<file path="config.mk">
export PLATFORM = sky130hd
export DESIGN_NAME = alarm_sequencer
export DESIGN_NICKNAME = d
export VERILOG_FILES = /design/src/rtl/alarm_sequencer.sv
export SDC_FILE = /design/constraint.sdc
export NUM_CORES = 1
export LEC_CHECK = 0
export ABC_AREA = 0
export CAP_MARGIN = 20
export CORE_UTILIZATION = 44
export CTS_BUF_LIST = sky130_fd_sc_hd__clkbuf_4
export DETAILED_ROUTE_END_ITERATION = 7
export PLACE_DENSITY = 0.89
export SLEW_MARGIN = 40
export SYNTH_ARGS = -nofsm -noshare
export SYNTH_HDL_FRONTEND = slang
export SYNTH_SLANG_ARGS = --single-unit
</file>
<file path="constraint.sdc">
create_clock -name clk -period 2.35 [get_ports clk]
set_clock_uncertainty 0.2 [all_clocks]
set_input_delay 0.47 -clock clk [delete_from_list [all_inputs] [get_ports clk]]
set_output_delay 0.47 -clock clk [all_outputs]
set_load 0.005 [all_outputs]
</file>
<file path="src/rtl/alarm_sequencer.sv">
// rtl/alarm_sequencer.sv - time-of-day alarm controller: alarm storage, match, ring/snooze/stop/timeout sequencing
//
// Optional feature macro: ALARM_DAILY_REARM_EN
//   defined   : the end of an alarm event returns to ARMED (fires again next day);
//               re-match is held off until the running time leaves the alarm time
//   undefined : the end of an alarm event returns to DISARMED (btn_arm needed)
//
// Ports:
//   clk            system clock
//   reset_n        asynchronous active-low reset (assert async, deassert sync)
//   tick           one-cycle pulse per second, same cycle the clock counter advances
//   cur_hours      running hours   (0..23)
//   cur_minutes    running minutes (0..59)
//   cur_seconds    running seconds (0..59)
//   set_en         one-cycle request to load set_hours/set_minutes/set_seconds
//   set_hours      alarm hours to load
//   set_minutes    alarm minutes to load
//   set_seconds    alarm seconds to load
//   btn_arm        pre-debounced pulse: arm the alarm
//   btn_snooze     pre-debounced pulse: snooze a ringing alarm
//   btn_stop       pre-debounced pulse: stop / disarm
//   alarm_hours    stored alarm hours
//   alarm_minutes  stored alarm minutes
//   alarm_seconds  stored alarm seconds
//   state          0=DISARMED 1=ARMED 2=RINGING 3=SNOOZE
//   buzzer         registered, high exactly while state==RINGING
//   snooze_count   snoozes used in the current event (saturates at MAX_SNOOZE)
//   set_err        one-cycle pulse: set request rejected

module alarm_sequencer #(
    parameter int SNOOZE_SECS       = 300,
    parameter int RING_TIMEOUT_SECS = 60,
    parameter int MAX_SNOOZE        = 3
) (
    input  logic       clk,
    input  logic       reset_n,
    input  logic       tick,
    input  logic [7:0] cur_hours,
    input  logic [7:0] cur_minutes,
    input  logic [7:0] cur_seconds,
    input  logic       set_en,
    input  logic [7:0] set_hours,
    input  logic [7:0] set_minutes,
    input  logic [7:0] set_seconds,
    input  logic       btn_arm,
    input  logic       btn_snooze,
    input  logic       btn_stop,
    output logic [7:0] alarm_hours,
    output logic [7:0] alarm_minutes,
    output logic [7:0] alarm_seconds,
    output logic [1:0] state,
    output logic       buzzer,
    output logic [1:0] snooze_count,
    output logic       set_err
);

    localparam int CNT_MAX = (SNOOZE_SECS > RING_TIMEOUT_SECS) ? SNOOZE_SECS : RING_TIMEOUT_SECS;
    localparam int CW      = $clog2(CNT_MAX + 1);

    localparam logic [CW-1:0] RING_LOAD    = CW'(RING_TIMEOUT_SECS);
    localparam logic [CW-1:0] SNOOZE_LOAD  = CW'(SNOOZE_SECS);
    localparam logic [CW-1:0] CNT_ONE      = CW'(1);
    localparam logic [1:0]    SNOOZE_LIMIT = 2'(MAX_SNOOZE);

    typedef enum logic [1:0] {
        ST_DISARMED = 2'd0,
        ST_ARMED    = 2'd1,
        ST_RINGING  = 2'd2,
        ST_SNOOZE   = 2'd3
    } state_t;

`ifdef ALARM_DAILY_REARM_EN
    localparam state_t END_STATE = ST_ARMED;
`else
    localparam state_t END_STATE = ST_DISARMED;
`endif

    state_t        state_q;
    state_t        state_d;
    logic [CW-1:0] ring_q;
    logic [CW-1:0] ring_d;
    logic [CW-1:0] snz_q;
    logic [CW-1:0] snz_d;
    logic [1:0]    count_q;
    logic [1:0]    count_d;
    logic [7:0]    ahours_q;
    logic [7:0]    aminutes_q;
    logic [7:0]    aseconds_q;
    logic          buzzer_q;
    logic          set_err_q;

    logic          time_match;
    logic          set_valid;
    logic          set_load;
    logic          set_reject;
    logic          press_stop;
    logic          press_snooze;
    logic          press_arm;
    logic          end_event;
    logic          rearm_block;

    // Matching is plain field equality, so midnight rollover needs no special case.
    assign time_match = (cur_hours   == ahours_q)   &&
                        (cur_minutes == aminutes_q) &&
                        (cur_seconds == aseconds_q);

    assign set_valid  = (set_hours <= 8'd23) && (set_minutes <= 8'd59) && (set_seconds <= 8'd59);
    assign set_load   = set_en && (state_q != ST_RINGING) && set_valid;
    assign set_reject = set_en && !set_load;

    // Only the highest-priority button pressed this cycle is considered.
    assign press_stop   = btn_stop;
    assign press_snooze = btn_snooze && !btn_stop;
    assign press_arm    = btn_arm && !btn_snooze && !btn_stop;

`ifdef ALARM_DAILY_REARM_EN
    // After an event ends we are back in ARMED while the match second may still
    // be running; hold off re-matching until the running time moves on.
    always_ff @(posedge clk or negedge reset_n) begin
        if (!reset_n) begin
            rearm_block <= 1'b0;
        end else if (end_event) begin
            rearm_block <= 1'b1;
        end else if (!time_match) begin
            rearm_block <= 1'b0;
        end
    end
`else
    assign rearm_block = 1'b0;
`endif

    always_comb begin
        state_d   = state_q;
        ring_d    = ring_q;
        snz_d     = snz_q;
        count_d   = count_q;
        end_event = 1'b0;

        case (state_q)
            ST_DISARMED: begin
                if (press_arm) begin
                    state_d = ST_ARMED;
                end
            end

            ST_ARMED: begin
                if (press_stop) begin
                    state_d = ST_DISARMED;
                end else if (tick && time_match && !rearm_block) begin
                    state_d = ST_RINGING;
                    ring_d  = RING_LOAD;
                    count_d = 2'd0;
                end
            end

            ST_RINGING: begin
                if (press_stop) begin
                    end_event = 1'b1;
                end else if (press_snooze && (count_q < SNOOZE_LIMIT)) begin
                    state_d = ST_SNOOZE;
                    snz_d   = SNOOZE_LOAD;
                    count_d = count_q + 2'd1;
                end else if (tick) begin
                    // A snooze at the limit is ignored, so the tick still counts.
                    if (ring_q == CNT_ONE) begin
                        end_event = 1'b1;
                    end else if (ring_q != '0) begin
                        ring_d = ring_q - CNT_ONE;
                    end
                end
            end

            ST_SNOOZE: begin
                if (press_stop) begin
                    end_event = 1'b1;
                end else if (tick) begin
                    if (snz_q == CNT_ONE) begin
                        state_d = ST_RINGING;
                        ring_d  = RING_LOAD;
                    end else if (snz_q != '0) begin
                        snz_d = snz_q - CNT_ONE;
                    end
                end
            end

            default: begin
                state_d = ST_DISARMED;
            end
        endcase

        if (end_event) begin
            state_d = END_STATE;
            count_d = 2'd0;
        end
    end

    always_ff @(posedge clk or negedge reset_n) begin
        if (!reset_n) begin
            state_q <= ST_DISARMED;
            ring_q  <= '0;
            snz_q   <= '0;
            count_q <= 2'd0;
        end else begin
            state_q <= state_d;
            ring_q  <= ring_d;
            snz_q   <= snz_d;
            count_q <= count_d;
        end
    end

    // Buzzer follows the next state so it is a clean flop output that is high
    // exactly during the RINGING cycles.
    always_ff @(posedge clk or negedge reset_n) begin
        if (!reset_n) begin
            buzzer_q <= 1'b0;
        end else begin
            buzzer_q <= (state_d == ST_RINGING);
        end
    end

    always_ff @(posedge clk or negedge reset_n) begin
        if (!reset_n) begin
            ahours_q   <= 8'd0;
            aminutes_q <= 8'd0;
            aseconds_q <= 8'd0;
            set_err_q  <= 1'b0;
        end else begin
            set_err_q <= set_reject;
            if (set_load) begin
                ahours_q   <= set_hours;
                aminutes_q <= set_minutes;
                aseconds_q <= set_seconds;
            end
        end
    end

    assign alarm_hours   = ahours_q;
    assign alarm_minutes = aminutes_q;
    assign alarm_seconds = aseconds_q;
    assign state         = state_q;
    assign buzzer        = buzzer_q;
    assign snooze_count  = count_q;
    assign set_err       = set_err_q;

endmodule

</file>
==> Word level (Yosys, flattened, before mapping) <==
Cells that the tools add are included.
{ "word_totals": {"out_inout_bits": 30, "register_bits": 48, "word_cells": 107} }
{ "op_classes": {"reduce_logical": 24, "n_addsub": 3, "magnitude_cmp": 4, "muxes": 40, "n_eq_ne": 27} }
{ "op_table": {"columns": ["op", "n"], "rows": [
  ["$mux W9", 16],
  ["$mux W2", 14],
  ["$ne A2 B2 Y1 const B", 14],
  ["$pmux W9 S3", 1],
  ["$eq A8 B8 Y1", 3],
  ["$eq A9 B1 Y1 const B", 2],
  ["$pmux W9 S2", 1],
  ["$reduce_bool A9 Y1", 2],
  ["$sub A9 B1 Y9 const B", 2],
  ["$le A8 B6 Y1 const B", 2],
  ["$logic_and A1 B1 Y1", 12],
  ["$ne A3 B3 Y1 const B", 4],
  ["$reduce_and A11 Y1", 1],
  ["$le A8 B5 Y1 const B", 1],
  ["$pmux W2 S4", 1],
  ["$reduce_and A7 Y1", 1],
  ["$eq A2 B2 Y1 const B", 3],
  ["$reduce_bool A3 Y1", 2],
  ["$mux W1", 5],
  ["$reduce_and A5 Y1", 1],
  ["$pmux W2 S2", 1],
  ["$logic_not A1 Y1", 3],
  ["$add A2 B1 Y2 const B", 1],
  ["$eq A2 B1 Y1 const B", 1],
  ["other kinds (4)", 4]
]} }

==> Depth between registers and ports, before layout <==
Gate-level depths: netlist of run 1.
{ "logic_depth": {"ltp_word": 9, "depth_mapped": 8} }

==> Worst setup path after synthesis of run 1 <==
No wires, ideal clock.
{ "synth_path": {"kind": "in2reg", "startpoint": "input port set_hours[7]", "endpoint": "register ahours_q[0], in the netlist alarm_hours[0]", "t_arrival_ns": 2.155, "cell_stages": 4, "path_buffers": 1, "required_ns": 2.025, "setup_time_ns": 0.125, "slack_ns": -0.130, "path_cell_list": "or4b_2 > a2111oi_4 > buf_2 > mux2_2"} }
{ "synth_between": {"elab_chain_cells": 4} }
{ "synth_lines": {"columns": ["item", "line", "rtl"], "rows": [
  ["start, declared", "42", "input logic [7:0] set_hours,"],
  ["$le A8 B5 Y1", "107", "assign set_valid = (set_hours <= 8'd23) && (set_minutes <= 8'd59) && (set_seconds <= 8'd59);"],
  ["$logic_and A1 B1 Y1 (2 in series)", "107", null],
  ["$logic_and A1 B1 Y1", "108", "assign set_load = set_en && (state_q != ST_RINGING) && set_valid;"],
  ["end signal, assigned", "230", "ahours_q <= set_hours;"],
  ["end, declared", "86", "logic [7:0] ahours_q;"]
]} }
Every way passes these cells.
A chain may end at the register's enable or synchronous reset.

==> Worst setup path after layout of run 1 <==
{ "layout_path": {"startpoint": "register snz_q[3]", "endpoint": "register snz_q[5]"} }
{ "layout_between": {"elab_chain_cells": 6} }
{ "layout_lines": {"columns": ["item", "line", "rtl"], "rows": [
  ["start, declared", "82", "logic [CW-1:0] snz_q;"],
  ["start signal, assigned", "206", "snz_q <= snz_d;"],
  ["$sub A9 B1 Y9", "181", "snz_d = snz_q - CNT_ONE;"],
  ["$mux W9", "180", "end else if (snz_q != '0) begin"],
  ["$mux W9", "177", "if (snz_q == CNT_ONE) begin"],
  ["$mux W9", "176", "end else if (tick) begin"],
  ["$mux W9", "174", "if (press_stop) begin"],
  ["$pmux W9 S2", "139", "case (state_q)"]
]} }
Several ways; a longest one is shown, not always the timed one. The select of a mux whose other input is x is not followed.

==> results.ini, run 1 <==
[sta]
fmax_mhz=414
fin_crit_sh=1.03
max-slew-margin-rel=0.635
finalHoldViolCount=0
worst_slew_pin_slew_ns=0.548
period_needed_ns=2.41
slew_viol_final=0
setup_viol=6
layout_setup_ws_ns=-0.0636
rsz0062_at_grt=yes

[layout]
nets=457
area_growth_syn_to_layout_pct=54.1
final_area_um2=4160
drive_gt1_frac=0.271
antenna_cells=0
final_cells=470

[drt]
postRouteAntennaNets=0
num_vias=2606
wl_per_cell_um=16.8
drc=0
highest_layer=met4
dr_wl_met2_um=4100
route.met3.wl_um=527
routed_via_density=5.54
drtIter0Drc=104
drt_wl_total_um=7900
wl_met1_um=3140
dr.pass1.iters=4

[placed_design]
dp_hpwl_um=6120
place.gp.congestion=0.857
place_area_um2=3970
io_buffers=84
dpl.cell_count=456

[die]
die_height_um=80.4
core-area_um2=5920
rows=28
num_io_pins=85
initial_core_util=0.456
die_x_um=80.4
die-area_um2=6460

[synthesis]
syn_area_um2=2700
synth_cells=261
synth.top_cells.by_area=dfrtp_1 (44%), xnor2_1 (7.8%), mux2_2 (7.1%), o21ai_0 (3.3%), ha_1 (3.2%)
ys.warnings.count=0
yosysUniqueCellTypes=50
syn_area_per_cell_um2=10.4
ys.flop_type=dfrtp_1
syn_nets=323
ys_seq_area_frac=0.444
yosys.area.top_type_share=0.444
synth-async-reset-ratio=1.00
synth.most_common_cell=dfrtp_1
netlist.top_cell.by_area=dfrtp_1
ys_seq_elements=48
synth_common_cells=dfrtp_1 (48), xnor2_1 (24), o21ai_0 (18)
synth_edf_count=0

[worst_setup_path]
worstSetupStartpointType=flip-flop
cp.required_ns=2.40
worst-setup-path-type=flip-flop to flip-flop
critical_path_arrival_ns=2.47
end_kind=flip-flop
crit_fanout=6

[global_route]
grt_pass1_wl_um=12600
antenna_found_initial=0
grt_max_degree=26
grt_use_total=0.257
grt_pass1_vias=2807
grt_overflow_total=0

[clock_network]
clk_latency_ns=0.36
cts_num_sinks=48
cts_made_buffers=5
cts_tree=done
clk_pin_slew_worst_paths_ns=0.13
clockBufferDepth=2
cts_root_buf=clkbuf_4
h-tree-depth=2

[pwr]
p_leak_nw=1.76
vdd_drop_max_mv=0.360
power_density_nw_per_um2=548

[worst_hold_path]
worstHoldPathType=flip-flop to flip-flop

[flow_run]
drv_cap=0

[outcome]
violations=negative setup slack
status=finished with violations

==> routing by layer <==
metal | global-route usage | vias up
met5 | 0 | -
met2 | 0.449 | 99
met3 | 0.0716 | 13
li1 | - | 1230
met4 | 0.109 | 0
met1 | 0.291 | 1264
==> report_power, final <==
part | internal (mW) | switching [mW]
logic | 0.458 | 0.396
registers | 0.936 | 0.104
clock network | 0.123 | 0.265
==> flip-flops by register name, indices dropped and copies added (netlist names) <==
name	flops
snz_q	9
alarm_seconds	8
ring_q	9
state	2
snooze_count	2
alarm_minutes	8
alarm_hours	8
buzzer	1
set_err	1
==> layout make-up <==
class	instances	area, µm²
Tap cell	75	93.8
Clock inverter	1	5.00
Timing Repair Buffer	134	1230
Inverter	8	30.0
Fill cell	390	1760
Sequential cell	48	1200
Multi-Input combinational cell	198	1560
Clock buffer	6	45.0
==> repair_timing <==
action	in CTS	in global routing
pin swaps	2	5
setup buffers	3	3
resized for setup	8	17
hold buffers	1	0
hold endpoints to repair	23	0
endpoints found under the setup margin	18	30
==> through the flow <==
step | setup TNS [ns] | worst slack [ns] | hold WS (ns) | util | total power, mW
2_1_floorplan | -0.0430 | -0.0227 | -0.0256 | - | 1.42
3_3_place_gp | -10.35 | -0.361 | 0.277 | 0.670 | 1.78
3_5_place_dp | -11.80 | -0.404 | 0.285 | 0.670 | 1.80
4_1_cts | -0.0645 | -0.0350 | 0.355 | 0.690 | 2.22
5_1_grt | -0.998 | -0.120 | 0.393 | 0.703 | 2.41
6_report | -0.210 | -0.0636 | 0.352 | 0.703 | 2.28
==> critical path, stage by stage (launching register included) <==
cell and delay, ns:
dfrtp_1 0.40, or4_4 0.54, or4_4 0.47, buf_4 0.16, o2111ai_2 0.19, buf_4 0.17, or3_1 0.10, nand3_1 0.08
==> path summary, 6_finish.rpt <==
path                                                    to  slack, ns  cells after the start                  from
worst max-delay path                  snz_q[5]$_DFFE_PN0P_      -0.06                      7  snz_q[3]$_DFFE_PN0P_
worst min-delay path                  snz_q[1]$_DFFE_PN0P_       0.35                      2  snz_q[1]$_DFFE_PN0P_
worst max register to register        snz_q[5]$_DFFE_PN0P_      -0.06                      7  snz_q[3]$_DFFE_PN0P_
worst min register to register        snz_q[1]$_DFFE_PN0P_       0.35                      2  snz_q[1]$_DFFE_PN0P_
max in group asynchronous             snz_q[6]$_DFFE_PN0P_       0.94                      3               reset_n
min in group asynchronous       alarm_hours[0]$_DFFE_PN0P_       0.40                      2               reset_n
==> cell families (layout without fill, tap and decap cells) <==
group	after synthesis	after routing	share of synthesized area
buffers and inverters	15	149	0.0222
muxes	17	17	0.0708
and+or+nand+nor	92	92	0.202
AOI/OAI and AO/OA	56	56	0.144
adders and majority gates	7	7	0.0324
xor gates and xnor gates	26	26	0.0843
DFF	48	48	0.444
==> cells in the final DEF, fill, tap and decap left out, types with 2 or more instances in the layout <==
| cell | n |
|---|---|
| a21oi_1 | 8 |
| a31oi_1 | 2 |
| buf_4 | 46 |
| buf_6 | 3 |
| clkbuf_4 | 6 |
| clkdlybuf4s50_1 | 82 |
| dfrtp_1 | 48 |
| ha_1 | 6 |
| inv_1 | 7 |
| mux2_2 | 14 |
| mux2_4 | 3 |
| nand2_1 | 13 |
| nand2b_1 | 4 |
| nand3_1 | 11 |
| nand4_1 | 8 |
| nor2_1 | 7 |
| nor2b_1 | 10 |
| nor3_1 | 7 |
| o211ai_1 | 3 |
| o21ai_0 | 15 |
| o21ai_1 | 3 |
| o22ai_4 | 2 |
| o31ai_1 | 4 |
| or2_2 | 2 |
| or3_1 | 3 |
| or3_2 | 3 |
| or4_4 | 6 |
| or4b_2 | 2 |
| or4b_4 | 2 |
| xnor2_1 | 24 |
| xor2_1 | 2 |
No activity file was read; power rests on OpenSTA's default activity.
==> run 2: changes to the inputs <==
Settings changed: SETUP_SLACK_MARGIN from default to 0.15.
==> results.ini, run 2 (same netlist as run 1, synthesis figures left out) <==
[worst_setup_path]
worst-setup-path-type=flip-flop to flip-flop
critical_path_arrival_ns=2.54  ; +0.07 ns
cp.required_ns=2.47  ; +0.07 ns
end_kind=flip-flop
crit_top_cell=or4_4
cp-startpoint=snz_q[3]$_DFFE_PN0P_
worst-r2r-cell-count=6  ; -1
worstSetupStartpointType=flip-flop
cp_slowest_cell=or4_4
cp_num_buf_inv=1  ; -1
slowest_delay_ns=0.54  ; about the same
reg2reg_slack_ns=-0.08  ; about the same
r2r_end=snz_q[6]$_DFFE_PN0P_
crit_chain=or4_4, or4_4, o211ai_1, buf_4, o21ai_0, a21oi_1
crit_fanout=6  ; unchanged
critPathTopFamily=simple AND/OR/NAND/NOR gates
r2r-start=snz_q[3]$_DFFE_PN0P_

[pwr]
p_sw_frac=0.369  ; +0.0338
p_leak_nw=1.98  ; +12%
vdd_drop_max_mv=0.325  ; -9.6%
clock_power_share=0.162  ; -0.008
p_total_mw=2.52  ; +11%
sequentialPowerShare=0.417  ; -0.039
pwr-share-comb=0.421  ; +0.047
intPower_mw=1.59  ; +4.9%
switching_power_mw=0.931  ; +22%
power_density_nw_per_um2=560  ; +2.2%

[placed_design]
dp_hpwl_um=6300  ; +2.9%
place.gp.congestion=0.881  ; +2.9%
dpl.cell_count=457  ; +0.22%
place_area_um2=4040  ; +1.8%
io_buffers=84  ; unchanged

[die]
initial_core_util=0.456  ; unchanged
die-area_um2=6460  ; unchanged
rows=28  ; unchanged
num_io_pins=85  ; unchanged
die_x_um=80.4  ; unchanged
core-area_um2=5920  ; unchanged
die_height_um=80.4  ; unchanged

[drt]
num_vias=2966  ; +14%
wl_per_cell_um=22.2  ; +32%
drt_wl_total_um=10700  ; +35%
dr.pass1.iters=5  ; +1
routed_via_density=6.17  ; +11%
drtIter0Drc=263  ; +150%
postRouteAntennaNets=0  ; unchanged
drc=0  ; unchanged

[sta]
setup_viol=11  ; +5
worst_slew_pin_slew_ns=0.540  ; -0.00755 ns
layout_setup_ws_ns=-0.0751  ; -0.0115 ns
fin_crit_sh=1.03  ; +0.00491
fmax_mhz=412  ; -0.48%
period_needed_ns=2.43  ; +0.0115 ns
max-slew-margin-rel=0.640  ; +0.00504
slew_viol_final=0  ; unchanged
finalHoldViolCount=0  ; unchanged
rsz0062_at_grt=yes

[layout]
antenna_cells=0  ; unchanged
fin_util=0.761  ; +0.0573
layout_commonest_cell=clkdlybuf4s50_1
nets=467  ; +2.2%
layout_common_cells=clkdlybuf4s50_1 (68), buf_4 (47), dfrtp_1 (46)
area_growth_syn_to_layout_pct=66.6
final_cells=481  ; +2.3%
reg_top3=ring_q: 9 flops, snz_q: 9 flops
drive_gt1_frac=0.337  ; +0.0666
final_area_um2=4500  ; +8.1%

[global_route]
grt_pass1_wl_um=14800  ; +17%
grt_pass1_vias=2952  ; +5.2%
grt_use_total=0.310  ; +0.0536
grt_overflow_total=0  ; unchanged
grt_max_degree=29  ; +12%
antenna_found_initial=0  ; unchanged

[clock_network]
cts_root_buf=clkbuf_4
clockBufferDepth=2  ; unchanged
cts_num_sinks=48  ; unchanged
clk_pin_slew_worst_paths_ns=0.15  ; +0.02 ns
cts_made_buffers=5  ; unchanged
h-tree-depth=2  ; unchanged
cts_tree=done
clk_latency_ns=0.40  ; +0.04 ns

[outcome]
status=finished with violations
violations=negative setup slack

[worst_hold_path]
hold_end=set_err$_DFF_PN0_
hold_depth=2  ; unchanged
min-delay-start=set_en
worstHoldPathType=input port to flip-flop

[flow_run]
drv_cap=0  ; unchanged

==> run 2: layout make-up <==
type	instances	area, µm²
Clock inverter	3	18.8
Clock buffer	5	37.5
Timing Repair Buffer	144	1390
Inverter	8	30.0
Multi-Input combinational cell	198	1730
Tap cell	75	93.8
Fill cell	322	1420
Sequential cell	48	1200
==> run 2: worst max-delay path by stage <==
stage	cells after the start	to
2_1_floorplan	6	buzzer$_DFF_PN0_
3_3_place_gp	6	snz_q[4]$_DFFE_PN0P_
3_5_place_dp	7	ring_q[3]$_DFFE_PN0P_
4_1_cts	6	snz_q[2]$_DFFE_PN0P_
5_1_grt	6	snz_q[0]$_DFFE_PN0P_
6_report	6	snz_q[6]$_DFFE_PN0P_
==> run 2: power groups by stage <==
stage	Clock [mW]	Combinational, mW	Sequential [mW]
detailed placement	0	0.784	1.05
floorplan	0	0.363	1.06
global route	0.440	1.14	1.06
finish	0.409	1.06	1.05
global placement	0	0.758	1.04
CTS	0.395	0.873	1.04
==> run 2: per-layer routing <==
metal | part of all wire | global-route usage | routed length (µm)
met1 | 0.38 | 0.367 | 4090
met5 | 0 | 0 | 0
met2 | 0.50 | 0.530 | 5300
met4 | 0.050 | 0.150 | 529
met3 | 0.069 | 0.0682 | 733
==> run 2: timing repair <==
action / CTS / global route
buffers inserted: 8 / 6
gates resized for setup: 33 / 42
gates cloned: 1 / 0
hold endpoints to repair: 20 / 0
endpoints found under the setup margin: 39 / 49
pin swaps: 16 / 13
hold buffers: 1 / 0
==> run 2: through the flow <==
stage | TNS [ns] | setup slack, ns | hold WS, ns
CTS | -0.0365 | -0.0186 | 0.364
floorplan | -0.0461 | -0.0227 | -0.0256
global route | -0.980 | -0.127 | 0.188
detailed placement | -13.50 | -0.449 | 0.277
global placement | -9.92 | -0.337 | 0.259
finish | -0.309 | -0.0751 | 0.187
==> run 2: worst register-to-register path: stages, from the launching register on <==
cell and delay (ns):
dfrtp_1 0.41, or4_4 0.54, or4_4 0.49, o211ai_1 0.29, buf_4 0.19, o21ai_0 0.10
a21oi_1 0.15
==> run 3: changes to the inputs <==
Settings changed: CAP_MARGIN 20 to 15, CORE_UTILIZATION 44 to 48, PLACE_DENSITY 0.89 to 0.92.
Clock period 2.35 ns to 2.66 ns, I/O delays scaled along.
==> results.ini, run 3 (same netlist as run 1, synthesis figures left out) <==
[outcome]
status=finished, final reports clean

[flow_run]
drv_cap=0  ; unchanged

[clock_network]
h-tree-depth=2  ; unchanged
cts_made_buffers=5  ; unchanged
cts_tree=done
clk_latency_ns=0.37  ; -0.03 ns
clockBufferDepth=2  ; unchanged
cts_num_sinks=48  ; unchanged
cts_root_buf=clkbuf_4
clk_pin_slew_worst_paths_ns=0.15  ; about the same

[global_route]
use_met3=0.0762  ; +0.00801
grt_use_total=0.280  ; -0.0301
grt_pass1_vias=2758  ; -6.6%
grt_max_degree=23  ; -21%
gr-usage-met2=0.485  ; -0.0448
top_usage_layer=met2
grt_overflow_total=0  ; unchanged
grt_pass1_wl_um=13000  ; -12%
use_met1=0.330  ; -0.0371
antenna_found_initial=0  ; unchanged

[drt]
drc=0  ; unchanged
postRouteAntennaNets=0  ; unchanged
num_vias=2594  ; -13%
routed_via_density=5.79  ; -6.1%
dr.pass1.iters=4  ; -1
drtIter0Drc=167  ; -37%
drt_wl_total_um=7990  ; -25%
wl_per_cell_um=17.8  ; -19%

[sta]
slew_viol_final=0  ; unchanged
rsz0062_at_grt=yes
fin_crit_sh=0.950
finalHoldViolCount=0  ; unchanged
fmax_mhz=396
max-slew-margin-rel=0.703  ; +0.0627
setup_viol=0  ; -11
worst_slew_pin_slew_ns=0.444  ; -0.0957 ns
period_needed_ns=2.53

[pwr]
p_sw_frac=0.336  ; -0.0335
intPower_mw=1.28  ; -20%
switching_power_mw=0.647  ; -31%
p_total_mw=1.93  ; -24%
sequentialPowerShare=0.489  ; +0.072
vdd_drop_max_mv=0.274  ; -16%
power_density_nw_per_um2=486  ; -13%
clock_power_share=0.182  ; +0.020
p_leak_nw=1.66  ; -16%
pwr-share-comb=0.328  ; -0.093

[worst_hold_path]
worstHoldPathType=flip-flop to flip-flop
hold_depth=2  ; unchanged
hold_end=snz_q[1]$_DFFE_PN0P_
min-delay-start=snz_q[1]$_DFFE_PN0P_

[worst_setup_path]
crit_fanout=4  ; -2
worst-r2r-cell-count=5  ; -1
worst-setup-path-type=input port to flip-flop
crit_chain=clkdlybuf4s50_1, xnor2_2, nand4_1, or4_1, o21a_1, a221o_1
worstSetupStartpointType=input port
cp.required_ns=2.73  ; +0.26 ns
r2r_end=buzzer$_DFF_PN0_
r2r-start=snz_q[5]$_DFFE_PN0P_
cp_slowest_cell=or4_1
slowest_delay_ns=0.59  ; +0.05 ns
critical_path_arrival_ns=2.60  ; +0.06 ns
reg2reg_slack_ns=0.14  ; +0.22 ns
end_kind=flip-flop

[layout]
area_growth_syn_to_layout_pct=46.8
nFillCells=340  ; +5.6%
reg_top3=ring_q: 9 flops, snz_q: 9 flops
final_cells=448  ; -6.9%
antenna_cells=0  ; unchanged
layout_commonest_cell=clkdlybuf4s50_1
drive_gt1_frac=0.212  ; -0.126
layout_common_cells=clkdlybuf4s50_1 (83), dfrtp_1 (48), buf_4 (30)
nets=439  ; -6.0%
fin_util=0.753  ; -0.00772

[die]
die_x_um=77.0  ; -4.1%
num_io_pins=85  ; unchanged
die-area_um2=5930  ; -8.1%
rows=26  ; -7.1%
die_height_um=77.0  ; -4.1%
initial_core_util=0.513  ; +0.0564
core-area_um2=5270  ; -11%

[placed_design]
io_buffers=84  ; unchanged
place.gp.congestion=0.854  ; -3.1%
dp_hpwl_um=5990  ; -4.9%
dpl.cell_count=436  ; -4.6%

-- run 3: changes by cell type in the layout (fill, tap and decap cells not counted), moves of 4 or more --
cell	change
o21ai_0	+6
clkdlybuf4s50_1	+15
dlygate4sd2_1	-6
mux2_4	-16
buf_6	-9
dlymetal6s2s_1	-9
o21ai_1	-4
buf_4	-17
mux2_2	+16
-- run 3: metrics by stage --
stage | TNS (ns) | hold WS (ns) | setup slack, ns | instance area (µm²)
after floorplan | 0 | 0.0364 | 0.216 | 2710
after global placement | -1.65 | 0.269 | -0.142 | 3820
after detailed placement | -3.60 | 0.278 | -0.228 | 3820
after CTS | 0 | 0.329 | 0.146 | 3910
after global routing | 0 | 0.398 | 0.0811 | 3970
final | 0 | 0.336 | 0.132 | 3970
-- run 3: how the worst max path moves through the flow --
stage	start	end	slack [ns]	cells after the start
floorplan	snooze_count[0]$_DFFE_PN0P_	snz_q[7]$_DFFE_PN0P_	0.22	6
global placement	btn_snooze	snz_q[7]$_DFFE_PN0P_	-0.14	6
detailed placement	btn_snooze	snz_q[7]$_DFFE_PN0P_	-0.23	6
CTS	snz_q[3]$_DFFE_PN0P_	buzzer$_DFF_PN0_	0.15	5
global route	snz_q[5]$_DFFE_PN0P_	ring_q[8]$_DFFE_PN0P_	0.08	5
finish	cur_seconds[0]	snooze_count[1]$_DFFE_PN0P_	0.13	6
-- run 3: final cells by class --
cell class / instances / area (µm²) / share of cell area
clock buffer: 6 / 45.0 / 0.0114
clock inverter: 2 / 11.3 / 0.00284
inverter: 8 / 30.0 / 0.00757
multi-input combinational: 198 / 1500 / 0.378
sequential: 48 / 1200 / 0.303
tap: 70 / 87.6 / 0.0221
timing repair buffer: 116 / 1090 / 0.275
-- run 3: power groups by stage --
stage,clock network [mW],registers (mW),logic [mW]
2_1_floorplan,0,0.934,0.298
3_3_place_gp,0,0.945,0.544
3_5_place_dp,0,0.952,0.574
4_1_cts,0.358,0.938,0.591
5_1_grt,0.388,0.959,0.702
6_report,0.351,0.943,0.632
-- run 3: timing repair --
item	in CTS	in global routing
setup buffers	0	3
hold endpoints to repair	14	0
gates resized for setup	4	7
pin swaps	0	5
hold buffers	1	0
setup endpoints to repair	10	20
-- run 3: metal layers --
layer / routed length, µm / vias up / share of wire
met2: 3950 / 129 / 0.49
li1: - / 1200 / -
met5: 0 / - / 0
met4: 160 / 0 / 0.020
met1: 3270 / 1251 / 0.41
met3: 612 / 14 / 0.077
-- run 3: worst max-delay path, delay by kind of cell --
family                    cells  cell delay (ns)
and+or+nand+nor               2             0.71
AOI/OAI and AO/OA             2             0.63
buffers and inverters         1             0.49
xor gates and xnor gates      1             0.24
